File: src/rtl/meta_info_pkg.sv
// rtl/meta_info_pkg.sv - shared widths, FSM states and constants for the meta-info reader
package meta_info_pkg;

    localparam int PROJ_W = 6;
    localparam int CHR_W  = 6;
    localparam int CHAR_W = 8;

    localparam logic [PROJ_W-1:0] PROJ_LAST = '1;
    localparam logic [CHAR_W-1:0] NUL_CHAR  = 8'h00;

    typedef enum logic [2:0] {
        IDLE    = 3'd0,
        SETTLE  = 3'd1,
        DECIDE  = 3'd2,
        EMIT    = 3'd3,
        END_STR = 3'd4,
        NEXT    = 3'd5
    } state_t;

endpackage

File: src/rtl/meta_string_reader.sv
// rtl/meta_string_reader.sv - walks the meta-info index bus and streams NUL-terminated strings
module meta_string_reader
    import meta_info_pkg::*;
#(
    parameter int                SETTLE_CYCLES = 8,
    parameter int                MAX_LEN       = 63,
    parameter bit                APPEND_EOL    = 1'b1,
    parameter logic [CHAR_W-1:0] EOL_CHAR      = 8'h0A
) (
    input  logic                      clock,
    input  logic                      reset,
    input  logic                      start,
    input  logic                      scan_all,
    input  logic [PROJ_W-1:0]         proj_sel,
    output logic [PROJ_W+CHR_W-1:0]   idx_out,
    input  logic [CHAR_W-1:0]         chr_in,
    output logic [CHAR_W-1:0]         out_data,
    output logic                      out_valid,
    input  logic                      out_ready,
    output logic                      out_last,
    output logic                      busy,
    output logic                      done
);

    localparam int               CNT_W    = (SETTLE_CYCLES > 1) ? $clog2(SETTLE_CYCLES) : 1;
    localparam logic [CNT_W-1:0] CNT_LOAD = CNT_W'(SETTLE_CYCLES - 1);
    localparam logic [CHR_W-1:0] CHR_LAST = CHR_W'(MAX_LEN - 1);

    state_t              state_q, state_d;
    logic [PROJ_W-1:0]   proj_q, proj_d;
    logic [CHR_W-1:0]    chr_q, chr_d;
    logic [CNT_W-1:0]    cnt_q, cnt_d;
    logic                scan_q, scan_d;
    logic [CHAR_W-1:0]   byte_q, byte_d;
    logic [CHAR_W-1:0]   data_q, data_d;
    logic                valid_q, valid_d;
    logic                last_q, last_d;
    logic                done_q, done_d;

    // Next-state and datapath updates; idx only moves when (re)entering SETTLE
    always_comb begin
        state_d = state_q;
        proj_d  = proj_q;
        chr_d   = chr_q;
        cnt_d   = cnt_q;
        scan_d  = scan_q;
        byte_d  = byte_q;
        data_d  = data_q;
        valid_d = valid_q;
        last_d  = last_q;
        done_d  = 1'b0;

        case (state_q)
            IDLE: begin
                if (start) begin
                    scan_d  = scan_all;
                    proj_d  = scan_all ? '0 : proj_sel;
                    chr_d   = '0;
                    cnt_d   = CNT_LOAD;
                    state_d = SETTLE;
                end
            end
            SETTLE: begin
                if (cnt_q == '0) begin
                    byte_d  = chr_in;
                    state_d = DECIDE;
                end else begin
                    cnt_d = cnt_q - CNT_W'(1);
                end
            end
            DECIDE: begin
                if (byte_q != NUL_CHAR) begin
                    data_d  = byte_q;
                    valid_d = 1'b1;
                    last_d  = (chr_q == CHR_LAST) && !APPEND_EOL;
                    state_d = EMIT;
                end else begin
                    // EOL is staged on entry so END_STR presents it immediately
                    if (APPEND_EOL) begin
                        data_d  = EOL_CHAR;
                        valid_d = 1'b1;
                        last_d  = 1'b1;
                    end
                    state_d = END_STR;
                end
            end
            EMIT: begin
                if (valid_q && out_ready) begin
                    valid_d = 1'b0;
                    last_d  = 1'b0;
                    if (chr_q == CHR_LAST) begin
                        if (APPEND_EOL) begin
                            data_d  = EOL_CHAR;
                            valid_d = 1'b1;
                            last_d  = 1'b1;
                        end
                        state_d = END_STR;
                    end else begin
                        chr_d   = chr_q + CHR_W'(1);
                        cnt_d   = CNT_LOAD;
                        state_d = SETTLE;
                    end
                end
            end
            END_STR: begin
                if (!APPEND_EOL) begin
                    state_d = NEXT;
                end else if (out_ready) begin
                    valid_d = 1'b0;
                    last_d  = 1'b0;
                    state_d = NEXT;
                end
            end
            NEXT: begin
                if (scan_q && (proj_q != PROJ_LAST)) begin
                    proj_d  = proj_q + PROJ_W'(1);
                    chr_d   = '0;
                    cnt_d   = CNT_LOAD;
                    state_d = SETTLE;
                end else begin
                    done_d  = 1'b1;
                    state_d = IDLE;
                end
            end
            default: state_d = IDLE;
        endcase
    end

    // State and datapath registers; reset aborts any operation without a done pulse
    always_ff @(posedge clock or negedge reset) begin
        if (!reset) begin
            state_q <= IDLE;
            proj_q  <= '0;
            chr_q   <= '0;
            cnt_q   <= '0;
            scan_q  <= 1'b0;
            byte_q  <= '0;
            data_q  <= '0;
            valid_q <= 1'b0;
            last_q  <= 1'b0;
            done_q  <= 1'b0;
        end else begin
            state_q <= state_d;
            proj_q  <= proj_d;
            chr_q   <= chr_d;
            cnt_q   <= cnt_d;
            scan_q  <= scan_d;
            byte_q  <= byte_d;
            data_q  <= data_d;
            valid_q <= valid_d;
            last_q  <= last_d;
            done_q  <= done_d;
        end
    end

    assign idx_out   = {proj_q, chr_q};
    assign out_data  = data_q;
    assign out_valid = valid_q;
    assign out_last  = last_q;
    assign done      = done_q;
    assign busy      = (state_q != IDLE);

endmodule

File: config.mk
export PLATFORM = sky130hd
export DESIGN_NAME = meta_string_reader
export DESIGN_NICKNAME = d
export VERILOG_FILES = /design/src/rtl/meta_info_pkg.sv /design/src/rtl/meta_string_reader.sv
export SDC_FILE = /design/constraint.sdc
export NUM_CORES = 1
export LEC_CHECK = 0
export ABC_AREA = 1
export BUFFER_PORTS_ARGS = -buffer_cell sky130_fd_sc_hd__buf_4
export CAP_MARGIN = 10
export CELL_PAD_IN_SITES_DETAIL_PLACEMENT = 0
export CELL_PAD_IN_SITES_GLOBAL_PLACEMENT = 2
export CORE_MARGIN = 3
export CORE_UTILIZATION = 28
export CTS_CLUSTER_SIZE = 24
export DETAILED_ROUTE_END_ITERATION = 10
export PLACE_DENSITY = 0.75
export SLEW_MARGIN = 10
export SYNTH_ARGS = -nofsm -noshare
export SYNTH_HDL_FRONTEND = slang
export SYNTH_SLANG_ARGS = --single-unit
File: constraint.sdc
create_clock -name clock -period 1.35 [get_ports clock]
set_input_delay 0.2025 -clock clock [delete_from_list [all_inputs] [get_ports clock]]
set_output_delay 0.2025 -clock clock [all_outputs]
set_load 0.01 [all_outputs]
==> impl_summary.log, run 1 <==
[metrics] maximum achievable frequency: between 0.6 and 0.7 GHz
[metrics] met2 Usage GRT: 23.8%
[metrics] WP data required: 1.15 ns
[metrics] TritonCTS clock tree: yes
[metrics] number of buffers inserted by port buffering: 42
[metrics] global-route wire length before repair: 9690 um
[metrics] critical path class: flop to primary output
[metrics] global routing usage on met3: 2.63%
[metrics] GR met1 Demand/Resource: 19.2%
[metrics] cell seen most often among critical-path stages: buf_6
[metrics] number of clock sinks: 38
[metrics] Worst Setup Start Kind: flop
[metrics] Most Used Layer, Global Route: met2
[metrics] Bufs and invs on worst path: 4
[metrics] drt total wl: roughly 5700 um
[metrics] maximum clock insertion buffer count: 2
[metrics] # nets final: 392
[metrics] total count of max-transition violations in the final report: 0
[metrics] Die Width: 91.8 um
[metrics] standard-cell rows: 30
[metrics] # DRC: 0
[metrics] DR pass1 iterations: 4
[metrics] TritonCTS Buffers: 5
[metrics] DR iter-0 viols: 82
[metrics] area grow syn2layout: 66.2%
[metrics] pin count of the biggest net entering global routing: 39
[metrics] violated checks: setup timing
[metrics] Final setup violation count: 30
[metrics] Worst-Skew Late Latency: between 0.2 and 0.3 ns
[metrics] vias post-DR: 2,023
[metrics] number of diodes added for antenna fixing: 0
[metrics] fraction of the yosys area taken by sequential cells: 46.1%
[metrics] I/O pin count: 43
[metrics] DPL Wire Length: 4120 um
[metrics] flip-flop and latch count after synthesis: 38
[metrics] critical path endpoint category: primary output
[metrics] Routed wire per std cell: 12.3 um
[metrics] number of global-route vias before repair: 2,038
[metrics] PwrDens: 2080 nW/um^2
[metrics] min-delay worst type: input port to flop
[metrics] Peak supply drop: 0.00101 V
[metrics] Slew @ Worst Pin: slightly below 0.5 ns
[metrics] CTS root buffer: clkbuf_8
[metrics] final cycle utilization of the critical path: 106%
[metrics] Max Cap Violations: 0
[metrics] static leakage: between 1.5 and 2 nW
[metrics] result of the run: finished with violations
[metrics] setup slack after layout: -0.0788 ns
[metrics] final core utilization: 49.1%
[metrics] family with the most delay on the worst path: flip-flops
[metrics] weighted congestion at the end of routability-driven global placement: 0.819
[metrics] count of nets left with antenna violations after detail routing: 0
[metrics] die area: between 8000 and 9000 sq um
[metrics] number of antenna violations at the first check in global routing: 0
[metrics] RSZ-0062 raised after global routing: yes
[metrics] cell count after synthesis: 263
[metrics] placeable core region: 6980 sq um
[metrics] GR Util All Layers: between 10% and 20%
[metrics] cell chain of the critical path: inv_2, buf_6, nand2_4, buf_6, buf_6
[metrics] average size of a mapped cell: just under 8 sq um
[metrics] Worst Clk Skew: between 0.003 and 0.004 ns
[metrics] CP max FO: 4
[metrics] Power, Total: 7.14 mW
[metrics] count of distinct cell types in the synthesized netlist: 24
[metrics] slowest stage cell on the critical path: dfrtp_2
[metrics] CTS H-Tree Depth: 2
[metrics] vertical die dimension: 91.8 um
[metrics] minimum clock period after layout: 1.43 ns
[metrics] Hold Violations, Final: 0
[metrics] Arr. time, crit path: 1.23 ns
[metrics] accumulated negative setup slack: -1.19 ns
[metrics] Post-Synthesis Net Count: 287
[metrics] vias per inst: ~4.4
[metrics] maximum single-stage delay on the critical path: 0.45 ns
[metrics] leftover overflow at the end of global routing: 0
[metrics] Max-slew headroom: roughly 67%
[metrics] starting density of the core: 29.6%
[metrics] Yosys warning count: 0
[metrics] layout cell share with drive strength beyond 1: about half
[metrics] clock slew seen by the registers of the worst setup and hold paths: 0.08 ns
[metrics] post-synthesis instance area: 2060 sq um
==> final timing paths <==
| check | from | to | slack [ns] | depth (start not counted) |
|---|---|---|---|---|
| setup / recovery | state_q[2]$_DFFE_PN0P_ | busy | -0.08 | 5 |
| hold / removal | chr_in[2] | byte_q[2]$_DFFE_PN0P_ | 0.14 | 2 |
| setup reg to reg | state_q[0]$_DFFE_PN0P_ | byte_q[1]$_DFFE_PN0P_ | -0.06 | 6 |
| hold reg to reg | cnt_q[0]$_DFFE_PN0P_ | cnt_q[0]$_DFFE_PN0P_ | 0.49 | 2 |
| max in group asynchronous | reset | state_q[0]$_DFFE_PN0P_ | 0.56 | 2 |
| min in group asynchronous | reset | chr_q[5]$_DFFE_PN0P_ | 0.42 | 2 |
==> flip-flops by register name, summed over array words and instances, names as in the netlist <==
name and flops:
byte_q 8, chr_q 6, cnt_q 3, done 1
out_data 8, out_last 1, out_valid 1, proj_q 6
scan_q 1, state_q 3
==> cell type report <==
cell class | count | area [sq um]
clock buffer | 5 | 68.8
clock inverter | 3 | 45.0
fill | 699 | 3550
inverter | 26 | 108
multi-input combinational | 197 | 1320
sequential | 38 | 956
tap | 96 | 120
timing repair buffer | 100 | 807
==> report_power, final <==
| group | total (mW) | switching (mW) | internal (mW) |
|---|---|---|---|
| combinational | 4.15 | 2.11 | 2.04 |
| sequential | 2.00 | 0.391 | 1.61 |
| clock | 0.987 | 0.437 | 0.550 |
| total | 7.14 | 2.94 | 4.20 |
==> layout by cell type (no fill, tap or decap), drive strengths merged, types with 5 or more instances in the layout <==
master and count:
nor2 25, clkbuf 5, dfrtp 38, inv 26
ha 5, o21ai 23, nand2 90, nor3 5
nand3 25, buf 99, mux2 8
==> routing by layer <==
metal	vias to the layer above	routed length, um
met5	-	0
met4	0	53
met3	4	141
met2	25	2830
met1	930	2710
li1	1064	-
==> what timing repair did <==
item,4_1_cts,5_1_grt
setup endpoints to repair,36,37
gates resized for setup,44,63
endpoints found under the hold margin,38,0
buffers inserted,10,0
pin swaps,5,18
hold buffers,1,0
==> kinds of logic (layout without fill, tap and decap cells) <==
kind of cell | Yosys count | count (layout) | share of synthesized area (%)
AOI/OAI and AO/OA | 31 | 31 | 8.19
xor gates and xnor gates | 4 | 4 | 1.70
adders and majority gates | 5 | 5 | 3.03
buffers and inverters | 28 | 134 | 5.82
DFF | 38 | 38 | 46.1
muxes | 8 | 8 | 4.37
and+or+nand+nor | 149 | 149 | 30.8
==> cell usage after synthesis, drive strengths merged <==
cell,number,area [sq um]
buf,2,22.5
nor2,25,96.4
nand2,90,350
dfrtp,38,951
inv,26,97.6
nand3,25,130
a21oi,4,23.8
xnor2,2,17.5
a22oi,2,15.0
xor2,2,17.5
o21bai,2,15.0
and2,1,6.26
nand4,1,12.5
ha,5,62.6
mux2,8,90.1
nand3b,2,15.0
o21ai,23,115
nor3,5,25.0
==> metrics by stage <==
stage	cells	hold slack [ns]	cell area (sq um)	setup WS (ns)
global placement	447	0.216	2860	-0.134
global route	465	0.118	3430	-0.158
detailed placement	447	0.212	2860	-0.133
floorplan	263	-0.0931	2090	-0.0702
CTS	466	0.128	3200	-0.0937
finish	465	0.137	3430	-0.0788
(Power assumes the default switching activity.)
==> inputs of run 2 (changes only) <==
Settings changed: ABC_AREA 1 to 0, CORE_UTILIZATION 28 to 30, PLACE_DENSITY 0.75 to 0.74.
==> run 2 against run 1 <==
  * The run still ends with setup timing left
  * Critical path depth unchanged
  * Non-clock buffer count grew 11
  * Routed wire length decreased by 5.2%
  * Maximum frequency down 19%
  * Design area shrank 4.2%
  * Synthesized cell count down 25%
  * Largest power group unchanged
  * Critical path type is now flop to flop
==> impl_summary.log, run 2 <==
[metrics] Compound-Gate Fraction of Synth Area: around 20%
[metrics] number of diodes added for antenna fixing: 0
[metrics] cell taking the most area after synthesis: dfrtp_1
[metrics] Worst Setup Start Kind: flop
[metrics] Filler cells: 602
[metrics] DPL Wire Length: 4000 um
[metrics] static leakage: 1.58 nW
[metrics] critical path endpoint category: flop
[metrics] Die Width: 87.9 um
[metrics] fraction of synthesized area in multiplexers: 6.09%
[metrics] number of global-route vias before repair: roughly 1,900
[metrics] simple-gate share of the synthesized area: 18.1%
[metrics] Worst Clk Skew: about 0.0074 ns
[metrics] vias per inst: 4.97
[metrics] average size of a mapped cell: 10.2 sq um
[metrics] NetSw: 2.47 mW
[metrics] starting density of the core: a little under a third
[metrics] minimum clock period after layout: around 1.8 ns
[metrics] Max-slew headroom: 66.2%
[metrics] pin count of the biggest net entering global routing: 39
[metrics] TritonCTS clock tree: yes
[metrics] # DRC: 0
[metrics] weighted congestion at the end of routability-driven global placement: 0.754
[metrics] cell chain of the critical path: or2_4, a221oi_4, o22ai_2, or4_1, a21oi_1
[metrics] standard-cell rows: 29
[metrics] xor-xnor portion of the synthesized cell area: less than 1%
[metrics] count of nets left with antenna violations after detail routing: 0
[metrics] DR iter-0 viols: 71
[metrics] global-route wire length before repair: 9230 um
[metrics] fraction of power consumed by sequential logic: about 28%
[metrics] vias post-DR: 1,919
[metrics] switching fraction of total power: a little under two fifths
[metrics] layout cell share with drive strength beyond 1: 55.0%
[metrics] Cell Count, Final, Fillers Out: 386
[metrics] Yosys warning count: 0
[metrics] final core utilization: 51.1%
[metrics] Synth top cells by count: dfrtp_1, nand2_1, nor2_1, a21oi_1, o21ai_0
[metrics] DR pass1 iterations: 4
[metrics] number of clock sinks: 38
[metrics] maximum clock insertion buffer count: 2
[metrics] CP max FO: 5
[metrics] accumulated negative setup slack: -7.84 ns
[metrics] count of distinct cell types in the synthesized netlist: 48
[metrics] share of power burned in combinational logic: ~60%
[metrics] cell count after synthesis: 198
[metrics] number of buffers inserted by port buffering: 42
[metrics] combinational family with the most area after synthesis: compound AO/OA/AOI/OAI gates
[metrics] number of flops mapped to enable cells by yosys: 0
[metrics] area grow syn2layout: 63.1%
[metrics] setup slack after layout: -0.407 ns
[metrics] number of antenna violations at the first check in global routing: 0
[metrics] maximum single-stage delay on the critical path: 0.44 ns
[metrics] PwrDens: 2030 nW/um^2
[metrics] slowest stage cell on the critical path: dfrtp_2
[metrics] Worst-Skew Late Latency: 0.29 ns
[metrics] Max Cap Violations: 0
[metrics] drt total wl: 5430 um
[metrics] GR Util All Layers: 15.3%
[metrics] Yosys top cell area share: 47.2%
[metrics] flip-flop and latch count after synthesis: 38
[metrics] violated checks: setup timing
[metrics] Post-Synthesis Net Count: 222
[metrics] internal reg-to-reg setup slack: -0.41 ns
[metrics] placeable core region: 6420 sq um
[metrics] adder-cell share of the synthesized area: 3.11%
[metrics] relative contribution of the clock network to total power: 12.2%
[metrics] Final setup violation count: 38
[metrics] die area: 7730 sq um
[metrics] top library cells by usage in the layout, fill and taps aside: buf_4, dfrtp_1, nand2_1, nor2_1
[metrics] internal cell power: 4.19 mW
[metrics] I/O pin count: 43
[metrics] critical path class: flop to flop
[metrics] TritonCTS Buffers: 5
[metrics] area occupied by registers: 957 sq um
[metrics] vertical die dimension: 87.9 um
[metrics] most common cell in the netlist: dfrtp_1
[metrics] Slew @ Worst Pin: 0.507 ns
[metrics] # nets final: 332
[metrics] maximum achievable frequency: 0.569 GHz
[metrics] total count of max-transition violations in the final report: 0
[metrics] CTS H-Tree Depth: 2
[metrics] result of the run: finished with violations
[metrics] Hold Violations, Final: 0
[metrics] CTS root buffer: clkbuf_8
[metrics] Routed wire per std cell: 14.1 um
[metrics] RSZ-0062 raised after global routing: yes
[metrics] Arr. time, crit path: 1.98 ns
[metrics] number of cells after detailed placement: 368
[metrics] Peak supply drop: 0.000835 V
[metrics] dominant synthesized flop cell: dfrtp_1
[metrics] proportion of register bits with asynchronous set or reset after synthesis: between 90% and 100%
[metrics] leftover overflow at the end of global routing: 0
[metrics] pre-CTS worst setup slack: -0.393 ns
[metrics] min-delay worst type: input port to flop
[metrics] WP data required: 1.57 ns
[metrics] clock slew seen by the registers of the worst setup and hold paths: 0.08 ns
[metrics] area of the multi-input gates: 1220 sq um
[metrics] fraction of the yosys area taken by sequential cells: 47.2%
[metrics] commonest non-fill, non-tap cell in the layout: buf_4
[metrics] final cycle utilization of the critical path: 130%
[metrics] leading cell types by total area after synthesis: dfrtp_1, mux2_2, nand2_1
[metrics] post-synthesis instance area: 2010 sq um
run 2: power groups by stage:
stage	clock, mW	combinational, mW	sequential [mW]
6_report	0.814	3.96	1.89
5_1_grt	0.903	4.31	1.95
4_1_cts	0.845	3.88	1.88
3_5_place_dp	0	3.29	1.90
3_3_place_gp	0	3.28	1.89
2_1_floorplan	0	1.52	2.06
run 2: layout make-up:
| type | count | share of cell area, % |
|---|---|---|
| Multi-Input combinational cell | 143 | 37.1 |
| Sequential cell | 38 | 29.2 |
| Timing Repair Buffer | 111 | 26.9 |
| Tap cell | 77 | 2.93 |
| Clock buffer | 7 | 2.63 |
| Inverter | 9 | 1.18 |
| Clock inverter | 1 | 0.152 |
run 2: routing by layer:
layer | share of wire [%] | track usage [%] | wire length (um)
met5 | 0 | 0 | 0
met4 | 1.0 | 3.35 | 56
met3 | 3.0 | 3.29 | 163
met2 | 47 | 24.0 | 2530
met1 | 49 | 21.6 | 2680
run 2: stage by stage:
stage | area [sq um] | hold WS (ns) | total power [mW]
global placement | 2890 | 0.212 | 5.17
finish | 3280 | 0.145 | 6.66
detailed placement | 2890 | 0.214 | 5.19
floorplan | 2100 | -0.0931 | 3.58
CTS | 3220 | 0.135 | 6.61
global route | 3280 | 0.129 | 7.16
run 2: final timing paths:
kind	startpoint	endpoint	cells after the start
min reg2reg	out_last$_DFFE_PN0P_	out_last$_DFFE_PN0P_	2
max	state_q[0]$_DFFE_PN0P_	chr_q[5]$_DFFE_PN0P_	5
min in group asynchronous	reset	chr_q[4]$_DFFE_PN0P_	2
max reg2reg	state_q[0]$_DFFE_PN0P_	chr_q[5]$_DFFE_PN0P_	5
max in group asynchronous	reset	chr_q[1]$_DFFE_PN0P_	2
min	chr_in[4]	byte_q[4]$_DFFE_PN0P_	2
run 2: critical path, delay by kind of cell (launching register included):
kind / cells / cell delay (ns)
flops: 1 / 0.44
simple gates: 2 / 0.65
compound gates: 3 / 0.60
run 2: what timing repair did:
item	CTS	global route
resized for setup	48	8
pin swaps	11	9
setup endpoints to repair	38	38
hold buffers	1	0
endpoints found under the hold margin	38	0
cloned	1	0
setup buffers	5	4
run 2: logic make-up (layout without fill, tap and decap cells):
logic type / count (synthesis) / in the layout
adder cells (fa/ha/maj): 5 / 5
AO/OA/AOI/OAI: 53 / 53
XOR/XNOR: 2 / 2
multiplexers: 11 / 11
AND/OR/NAND/NOR: 71 / 72
flip-flops: 38 / 38
buffers and inverters: 18 / 128
==> inputs of run 3 (changes only) <==
--- a/constraint.sdc
+++ b/constraint.sdc
@@ -3,2 +3,2 @@
 set_output_delay 0.2025 -clock clock [all_outputs]
-set_load 0.01 [all_outputs]
+set_load 0.02 [all_outputs]
==> run 3 against run 2 <==
  * The run still ends with setup timing left
  * Critical path depth grew 1
  * Highest routed layer unchanged
  * Via count up 1.7%
  * First-iteration DRC count is 11% higher
  * Global-route usage rose by 0.24 points
==> impl_summary.log, run 3 (synthesis gave the netlist of run 2 again) <==
[metrics] terminating pin of the worst hold path: byte_q[4]$_DFFE_PN0P_
[metrics] weighted congestion at the end of routability-driven global placement: 0.783
[metrics] minimum clock period after layout: ~1.8 ns
[metrics] beginning of the worst register-to-register path: state_q[1]$_DFFE_PN0P_
[metrics] Max Cap Violations: 0
[metrics] critical path depth in cells: 6
[metrics] global-route wire length before repair: ~9300 um
[metrics] Arr. time, crit path: 2.03 ns
[metrics] vias per inst: about 5.0
[metrics] TritonCTS clock tree: yes
[metrics] internal reg-to-reg setup slack: -0.44 ns
[metrics] commonest non-fill, non-tap cell in the layout: buf_4
[metrics] standard-cell rows: 29
[metrics] starting density of the core: 31.3%
[metrics] PwrDens: roughly 2200 nW/um^2
[metrics] critical path endpoint category: flop
[metrics] min-delay worst type: input port to flop
[metrics] result of the run: finished with violations
[metrics] number of global-route vias before repair: between 1,500 and 2,000
[metrics] CTS root buffer: clkbuf_8
[metrics] cell count of the worst reg-to-reg path: 6
[metrics] final core utilization: 53.2%
[metrics] final-layout worst hold slack: 0.127 ns
[metrics] # nets final: 335
[metrics] total count of max-transition violations in the final report: 0
[metrics] count of nets left with antenna violations after detail routing: 0
[metrics] CTS H-Tree Depth: 2
[metrics] clock slew seen by the registers of the worst setup and hold paths: 0.09 ns
[metrics] maximum achievable frequency: 0.559 GHz
[metrics] Worst Clk Skew: 0.00559 ns
[metrics] family with the most delay on the worst path: simple AND/OR/NAND/NOR gates
[metrics] GR Util All Layers: 15.5%
[metrics] DPL Wire Length: 4000 um
[metrics] area grow syn2layout: 69.7%
[metrics] Placed Instance Area: 3030 sq um
[metrics] vias post-DR: 1,951
[metrics] reg-to-reg endpoint: chr_q[5]$_DFFE_PN0P_
[metrics] Hold Violations, Final: 0
[metrics] TritonCTS Buffers: 5
[metrics] number of cells traversed by the worst hold path: 2
[metrics] Die Width: 87.9 um
[metrics] Worst-Skew Late Latency: 0.30 ns
[metrics] DR iter-0 viols: 79
[metrics] maximum single-stage delay on the critical path: approximately 0.43 ns
[metrics] drt total wl: around 5700 um
[metrics] Worst Setup Start Kind: flop
[metrics] setup slack after layout: -0.440 ns
[metrics] leftover overflow at the end of global routing: 0
[metrics] critical path class: flop to flop
[metrics] layout cell share with drive strength beyond 1: 61.2%
[metrics] Slew @ Worst Pin: 0.506 ns
[metrics] Routed wire per std cell: 14.7 um
[metrics] top library cells by usage in the layout, fill and taps aside: buf_4, dfrtp_1, nand2_1, nor2_1, dfrtp_2
[metrics] Bufs and invs on worst path: 1
[metrics] die area: 7730 sq um
[metrics] accumulated negative setup slack: -7.63 ns
[metrics] number of buffers inserted by port buffering: 42
[metrics] pin count of the biggest net entering global routing: 39
[metrics] number of antenna violations at the first check in global routing: 0
[metrics] static leakage: around 1.6 nW
[metrics] number of clock sinks: 38
[metrics] final cycle utilization of the critical path: 133%
[metrics] Final setup violation count: 38
[metrics] number of diodes added for antenna fixing: 0
[metrics] vertical die dimension: 87.9 um
[metrics] DR pass1 iterations: 5
[metrics] Peak supply drop: roughly 0.001 V
[metrics] cell chain of the critical path: buf_4, and3b_2, o211a_4, o22ai_2, or4_1, a21oi_2
[metrics] slowest stage cell on the critical path: dfrtp_2
[metrics] Layout Cell Area excl Fill: 3420 sq um
[metrics] placeable core region: 6420 sq um
[metrics] pre-CTS worst setup slack: -0.417 ns
[metrics] I/O pin count: 43
[metrics] # DRC: 0
[metrics] CP max FO: 4
[metrics] WP data required: 1.59 ns
[metrics] start point of the worst hold path: chr_in[4]
[metrics] violated checks: setup timing
[metrics] Max-slew headroom: 66.3%
[metrics] RSZ-0062 raised after global routing: yes
[metrics] maximum clock insertion buffer count: 2
[run 3: cell count changes in the layout (fill, tap and decap cells not counted), moves of 3 or more]
cell,delta
mux2_4,-8
dfrtp_1,-7
dfrtp_2,+7
mux2_2,+8
nor2_1,-3
[run 3: worst reg2reg max path, stage by stage, from the launching register on]
cell and delay, ns:
dfrtp_2 0.43, buf_4 0.17, and3b_2 0.26, o211a_4 0.20, o22ai_2 0.09, or4_1 0.43, a21oi_2 0.14
[run 3: stage by stage]
step	total power [mW]	cells
2_1_floorplan	4.03	198
3_3_place_gp	5.61	370
3_5_place_dp	5.63	370
4_1_cts	7.06	382
5_1_grt	7.92	389
6_report	7.40	389
[run 3: what timing repair did]
action,4_1_cts,5_1_grt
hold endpoints to repair,38,0
pin swaps,3,6
hold buffers,1,0
resized for setup,12,31
setup endpoints to repair,39,38
buffers inserted,3,7
gates cloned,0,1
[run 3: layout make-up]
| cell class | instances | area (sq um) |
|---|---|---|
| inverters | 9 | 38.8 |
| repair buffers | 114 | 916 |
| clock inverters | 3 | 68.8 |
| clock buffers | 5 | 68.8 |
| well taps | 77 | 96.3 |
| fillers | 607 | 3010 |
| multi-input cells | 143 | 1260 |
| flip-flops and latches | 38 | 966 |
[run 3: worst max-delay path by stage]
stage | start | slack [ns] | to
5_1_grt | state_q[0]$_DFFE_PN0P_ | -0.50 | chr_q[5]$_DFFE_PN0P_
2_1_floorplan | chr_q[0]$_DFFE_PN0P_ | -0.45 | chr_q[5]$_DFFE_PN0P_
3_3_place_gp | state_q[1]$_DFFE_PN0P_ | -0.39 | chr_q[5]$_DFFE_PN0P_
6_report | state_q[1]$_DFFE_PN0P_ | -0.44 | chr_q[5]$_DFFE_PN0P_
3_5_place_dp | state_q[1]$_DFFE_PN0P_ | -0.42 | chr_q[5]$_DFFE_PN0P_
4_1_cts | chr_q[1]$_DFFE_PN0P_ | -0.42 | chr_q[5]$_DFFE_PN0P_
[run 3: layer usage]
| metal | track usage (%) | share of wire [%] | vias to the layer above |
|---|---|---|---|
| met4 | 5.44 | 1.3 | 0 |
| met1 | 21.3 | 47 | 935 |
| li1 | - | - | 977 |
| met5 | 0 | 0 | - |
| met3 | 2.82 | 3.2 | 6 |
| met2 | 24.5 | 49 | 33 |
[run 3: power breakdown]
group | internal (mW) | switching, mW | total (mW)
Clock | 0.741 | 0.469 | 1.21
Combinational | 2.24 | 2.02 | 4.26
Sequential | 1.62 | 0.316 | 1.93
